`src/rtl/keyboard_tx.sv`:
```
// keyboard_tx
// ---------------------------------------------------------------------------
// Serial keyboard emulator. The 4-bit key code on sw4..sw1 is mapped to its
// ASCII hex character ('0'-'9', 'A'-'F') and sent on an 8N1 line, LSB first,
// once per press of btn_write or repeatedly while btn_auto is held.
//
// Ports (top module keyboard_tx):
//   sysclk     in   system clock, all logic on the rising edge
//   rst        in   asynchronous active-high reset
//   sw1..sw4   in   key code bits 0..3 (sw4 is the MSB)
//   btn_write  in   single-shot send button (async, bouncy)
//   btn_auto   in   auto-repeat button (async, bouncy)
//   out        out  serial data line, idle high
//
// Helper module keyboard_tx_debounce:
//   clk_i, rst_i  clock and asynchronous active-high reset
//   level_i       synchronized raw button level
//   level_o       accepted (debounced) level
// ---------------------------------------------------------------------------

module keyboard_tx_debounce #(
    parameter int DEBOUNCE_CYCLES = 50000
) (
    input  logic clk_i,
    input  logic rst_i,
    input  logic level_i,
    output logic level_o
);

    localparam int CntW = $clog2(DEBOUNCE_CYCLES + 1);

    logic [CntW-1:0] cnt_q, cnt_d;
    logic            level_q, level_d;

    // The counter only runs while the input disagrees with the accepted
    // level, so any glitch back to the accepted level restarts the wait.
    always_comb begin
        cnt_d   = '0;
        level_d = level_q;
        if (level_i != level_q) begin
            if (cnt_q == CntW'(DEBOUNCE_CYCLES - 1)) begin
                level_d = level_i;
            end else begin
                cnt_d = cnt_q + CntW'(1);
            end
        end
    end

    always_ff @(posedge clk_i or posedge rst_i) begin
        if (rst_i) begin
            cnt_q   <= '0;
            level_q <= 1'b0;
        end else begin
            cnt_q   <= cnt_d;
            level_q <= level_d;
        end
    end

    assign level_o = level_q;

endmodule

module keyboard_tx #(
    parameter int BAUD_DIV        = 5208,
    parameter int DEBOUNCE_CYCLES = 50000,
    parameter int AUTO_PERIOD     = 250000
) (
    input  logic sysclk,
    input  logic rst,
    input  logic sw1,
    input  logic sw2,
    input  logic sw3,
    input  logic sw4,
    input  logic btn_write,
    input  logic btn_auto,
    output logic out
);

    localparam int BaudW = $clog2(BAUD_DIV + 1);
    localparam int AutoW = $clog2(AUTO_PERIOD + 1);

    typedef enum logic [1:0] {
        IDLE,
        START,
        DATA,
        STOP
    } txState_e;

    // Bit layout of the synchronizer: [3:0] key code, [4] write, [5] auto.
    logic [5:0] sync1_q, sync2_q;

    logic writeDeb, autoDeb;
    logic writePrev_q, autoPrev_q;
    logic [AutoW-1:0] autoCnt_q, autoCnt_d;
    logic writeReq, autoReq, request;

    txState_e         state_q, state_d;
    logic [BaudW-1:0] baudCnt_q, baudCnt_d;
    logic [2:0]       bitIdx_q, bitIdx_d;
    logic [7:0]       char_q, char_d;
    logic             pending_q, pending_d;
    logic             baudDone;

    function automatic logic [7:0] hexChar(input logic [3:0] code);
        if (code < 4'd10) begin
            return 8'h30 + {4'h0, code};
        end
        return 8'h37 + {4'h0, code};
    endfunction

    // Two-stage synchronizer for all six asynchronous board inputs.
    always_ff @(posedge sysclk or posedge rst) begin
        if (rst) begin
            sync1_q <= '0;
            sync2_q <= '0;
        end else begin
            sync1_q <= {btn_auto, btn_write, sw4, sw3, sw2, sw1};
            sync2_q <= sync1_q;
        end
    end

    keyboard_tx_debounce #(
        .DEBOUNCE_CYCLES(DEBOUNCE_CYCLES)
    ) u_debWrite (
        .clk_i  (sysclk),
        .rst_i  (rst),
        .level_i(sync2_q[4]),
        .level_o(writeDeb)
    );

    keyboard_tx_debounce #(
        .DEBOUNCE_CYCLES(DEBOUNCE_CYCLES)
    ) u_debAuto (
        .clk_i  (sysclk),
        .rst_i  (rst),
        .level_i(sync2_q[5]),
        .level_o(autoDeb)
    );

    // Rising-edge detection on the debounced buttons; auto also fires each
    // time its period counter wraps, and the counter restarts on every pulse
    // so the period is measured from the previous request.
    assign writeReq = writeDeb & ~writePrev_q;
    assign autoReq  = (autoDeb & ~autoPrev_q) |
                      (autoDeb & (autoCnt_q == AutoW'(AUTO_PERIOD - 1)));
    assign request  = writeReq | autoReq;

    always_comb begin
        autoCnt_d = autoCnt_q + AutoW'(1);
        if (!autoDeb || autoReq) begin
            autoCnt_d = '0;
        end
    end

    always_ff @(posedge sysclk or posedge rst) begin
        if (rst) begin
            writePrev_q <= 1'b0;
            autoPrev_q  <= 1'b0;
            autoCnt_q   <= '0;
        end else begin
            writePrev_q <= writeDeb;
            autoPrev_q  <= autoDeb;
            autoCnt_q   <= autoCnt_d;
        end
    end

    // Transmitter state register.
    always_ff @(posedge sysclk or posedge rst) begin
        if (rst) begin
            state_q   <= IDLE;
            baudCnt_q <= '0;
            bitIdx_q  <= '0;
            char_q    <= '0;
            pending_q <= 1'b0;
        end else begin
            state_q   <= state_d;
            baudCnt_q <= baudCnt_d;
            bitIdx_q  <= bitIdx_d;
            char_q    <= char_d;
            pending_q <= pending_d;
        end
    end

    assign baudDone = (baudCnt_q == BaudW'(BAUD_DIV - 1));

    // Next-state logic. In IDLE a request arriving this cycle is taken
    // directly, so the start bit follows the request by one cycle; during a
    // frame requests fold into the single pending flag.
    always_comb begin
        state_d   = state_q;
        baudCnt_d = baudCnt_q;
        bitIdx_d  = bitIdx_q;
        char_d    = char_q;
        pending_d = pending_q | request;
        case (state_q)
            IDLE: begin
                if (pending_q || request) begin
                    char_d    = hexChar(sync2_q[3:0]);
                    pending_d = 1'b0;
                    baudCnt_d = '0;
                    state_d   = START;
                end
            end
            START: begin
                if (baudDone) begin
                    baudCnt_d = '0;
                    bitIdx_d  = '0;
                    state_d   = DATA;
                end else begin
                    baudCnt_d = baudCnt_q + BaudW'(1);
                end
            end
            DATA: begin
                if (baudDone) begin
                    baudCnt_d = '0;
                    if (bitIdx_q == 3'd7) begin
                        state_d = STOP;
                    end else begin
                        bitIdx_d = bitIdx_q + 3'd1;
                    end
                end else begin
                    baudCnt_d = baudCnt_q + BaudW'(1);
                end
            end
            STOP: begin
                if (baudDone) begin
                    baudCnt_d = '0;
                    state_d   = IDLE;
                end else begin
                    baudCnt_d = baudCnt_q + BaudW'(1);
                end
            end
            default: begin
                state_d = IDLE;
            end
        endcase
    end

    // Line driver decoded straight from the state, so the asynchronous reset
    // forces the line high immediately.
    always_comb begin
        out = 1'b1;
        case (state_q)
            START:   out = 1'b0;
            DATA:    out = char_q[bitIdx_q];
            default: out = 1'b1;
        endcase
    end

endmodule

```
`config.mk`:
```
export PLATFORM = sky130hd
export DESIGN_NAME = keyboard_tx
export DESIGN_NICKNAME = d
export VERILOG_FILES = /design/src/rtl/keyboard_tx.sv
export SDC_FILE = /design/constraint.sdc
export NUM_CORES = 1
export LEC_CHECK = 0
export ABC_AREA = 1
export BUFFER_PORTS_ARGS = -buffer_cell sky130_fd_sc_hd__buf_2
export CORE_UTILIZATION = 33
export CTS_CLUSTER_DIAMETER = 100
export DETAILED_ROUTE_END_ITERATION = 8
export GPL_TIMING_DRIVEN = 0
export HOLD_SLACK_MARGIN = 0.05
export PLACE_DENSITY = 0.49
export SETUP_SLACK_MARGIN = 0.2
export SYNTH_ARGS = -nofsm -noshare
export SYNTH_HDL_FRONTEND = slang
export SYNTH_HIERARCHICAL = 1
export SYNTH_SLANG_ARGS = --single-unit
```
`constraint.sdc`:
```
create_clock -name sysclk -period 2.5 [get_ports sysclk]
set_clock_uncertainty 0.15 [all_clocks]
set_input_delay 0.375 -clock sysclk [delete_from_list [all_inputs] [get_ports sysclk]]
set_output_delay 0.375 -clock sysclk [all_outputs]
set_load 0.02 [all_outputs]
```
==> impl_metrics.ini <==
[cts]
cts_root_buffer = clkbuf_16
cts_buffers = 9
clock_latency_ps = 350
clk_path_buf_depth = 2
clk_pin_slew_ps = 60
clkSinkCount = 92
cts.repair.resized = 0
cts_max_level = 3
cts_setup_buffers = 0
cts_tree = done

[die]
initial_core_util_pct = 34.3
pin_count = 9
die_h_um = 126
die_x_um = 126
dieArea_um2 = 15800
placeableCoreArea_um2 = 14800
std_cell_rows = 44

[worst_hold_path]
hold_depth = 0
min_path_type = flop to flop

[layout]
syn2layout_area_growth_pct = 13.6
diodes = 0
drive_gt1_share_pct = 12.6
nets = 674
final_util_pct = 39.0

[power_and_ir_drop]
p_int_uw = 2440
p_sw_share_pct = 21.2
power_density_nw_per_um2 = 537
comb_power_share_pct = 2.9
p_seq_share_pct = 49.1
ir_drop_uv = 329
power_leakage_uw = 0.00267
power.switching_uw = 654
clock_power_share_pct = 48.0

[logic_synthesis]
ys_types = 38
syn-num-nets = 647
synth_top_cell_by_area = dfrtp_1
synthTopCellsByArea = dfrtp_1, nand2_1, nor2_1, inv_1, nand3_1
synth_top_area_share_pct = 45.5
ys_seq_area_share_pct = 45.5
synth-seq-cells = 92
syn_area_per_cell_um2 = 8.07
synth_cells = 627
yosys_warnings = 6
syn-cell-area_um2 = 5060

[setup_path]
crit_path_max_fanout = 6
worstRegToRegCells = 8
critPathKind = flop to output port
crit_chain = inv_1 -> ha_1 -> o221ai_1 -> o21ai_0 -> buf_2
critPathTopFamily = flip-flops
startpoint_type = flop
required_ps = 1980
rrSetupSlack_ps = 570
slowest_delay_ps = 410
critPathSlowestCell = dfrtp_1
critical_path_buf_inv_count = 2
end_kind = output port
cp.arrival_ps = 1590
crit_cells = 5

[timing]
rsz0062_at_grt = false
setup_violations = 0
slew_violations = 0
hold_viol = 0
worst_pin_slew_ps = 656
holdWs_ps = 198
max_slew_margin_pct = 56.2
min_period_ps = 2120
timing.fmax_mhz = 472
period_share_pct = 84.7
fin_setup_tns_ps = 0

[route]
first_pass_iters = 6
drt_iter0_markers = 177
viasPerCell = 4.71
via_count = 3970
wl_per_cell_um = 12.0
wirelength_mm = 10.1
drc = 0
ant_nets = 0

[grt]
overflow = 0
grt_max_degree = 39
grt_use_total_pct = 14.2
grt_first_pass_wirelength_mm = 18.0
antenna_found_initial = 0
grt_pass1_vias = 3824

[placed_design]
gp_congestion = 0.817
hpwl_mm = 7.36
port_buffers = 8

[run]
max_cap_violations = 0

[status]
status = finished clean
## per-stage QoR
| step | instance area [um2] | power [uW] | setup slack, ps | std cells |
|---|---|---|---|---|
| after floorplan | 5060 | 1600 | 547 | 627 |
| after global placement | 5330 | 1630 | -379 | 819 |
| after detailed placement | 5350 | 1630 | 542 | 820 |
| after CTS | 5750 | 3160 | 359 | 843 |
| after global routing | 5750 | 3220 | 277 | 843 |
| final | 5750 | 3090 | 383 | 843 |
## final timing paths
| kind | start | endpoint |
|---|---|---|
| min reg2reg | sync1_q[3] | sync2_q[3] |
| min in group asynchronous | rst | baudCnt_q[8] |
| max | state_q[0] | out |
| max in group asynchronous | rst | char_q[6] |
| max reg2reg | autoCnt_q[0] | autoCnt_q[16] |
| min | sync1_q[3] | sync2_q[3] |
## sequential cells by signal, indices dropped and copies added (netlist names), 2 cells and up
name / cells
autoCnt_q: 18
u_debAuto/cnt_q: 16
baudCnt_q: 13
sync2_q: 6
u_debWrite/cnt_q: 16
bitIdx_q: 3
char_q: 7
sync1_q: 6
state_q: 2
## layout make-up
type                    instances  area (um2)
clock inverters                 6        87.6
plain buffers                   6        62.6
clock buffers                  10         239
repair buffers                 16         130
inverters                      84         315
fillers                      1560        9000
flip-flops and latches         92        2300
multi-input cells             445        2380
well taps                     184         230
## repair_timing
item | 4_1_cts | 5_1_grt
hold buffers | 7 | 0
endpoints found under the hold margin | 60 | 0
setup endpoints to repair | 0 | 0
## routing by layer
layer / routed length, um / share of wire (%) / GRT usage [%] / up-vias
met1: 5120 / 51 / 19.3 / 1856
met2: 4580 / 45 / 22.0 / 46
met4: 152 / 1.5 / 4.89 / 0
met3: 284 / 2.8 / 3.48 / 11
li1: - / - / - / 2057
met5: 0 / 0 / 0 / -
## power groups by stage
stage	Combinational, uW	Clock [uW]	Sequential, uW
2_1_floorplan	56.8	0	1540
3_3_place_gp	80.7	0	1550
3_5_place_dp	86.2	0	1550
4_1_cts	94.7	1540	1520
5_1_grt	106	1600	1520
6_report	89.7	1480	1520
## cell usage in the layout (no fill, tap or decap), types with 3 or more instances in the layout
master         Yosys  layout
clkbuf_16          0       9
nand2_1          128     128
nand2_2            7       7
a31oi_1            4       4
o21ai_0           25      25
buf_2              1       9
xor2_1            20      20
a21oi_1           11      11
buf_6              3       3
xnor2_1            5       5
clkinvlp_4         0       3
nand3_2            4       4
nor3_1            13      13
nand3_1           44      44
nand4_1           21      21
dlygate4sd3_1      0       7
o21ai_2            5       5
nor2_2            16      16
nor3_2             3       3
ha_1              12      12
dfrtp_1           92      92
nor2_1           104     104
inv_2              3       4
inv_1             81      80
## cells by family (layout without fill, tap and decap cells)
group	after synthesis	in the layout	share of synthesized area, %
fa+ha+maj	12	12	2.97
simple gates	355	355	33.3
xor+xnor	27	27	4.97
compound gates	51	51	5.86
buf+inv	90	122	7.46
flops	92	92	45.5
## Yosys cell counts
master and number:
ha_1 12, nand2_1 128, nand4_4 2, xor2_1 20, buf_12 1, and2_4 1
nor3_1 13, inv_1 81, nor3_2 3, nand2_2 7, nand4_2 1, nor3_4 2
o21ai_0 25, xnor2_1 5, o221ai_1 1, nand4_1 21, and3_1 1, nand2b_1 1
nand3_2 4, nor3b_2 2, nand3b_1 2, xor2_2 2, dfrtp_1 92, nor2_4 2
inv_2 3, a21o_1 2, o21ai_2 5, clkbuf_1 1, nand3_1 44, nor2_1 104
nor2_2 16, buf_2 1, a21oi_1 11, buf_6 3, nand2_4 1, a21oi_2 1
o21bai_1 2, a31oi_1 4
Note: power is estimated with default switching activity, not from simulation.
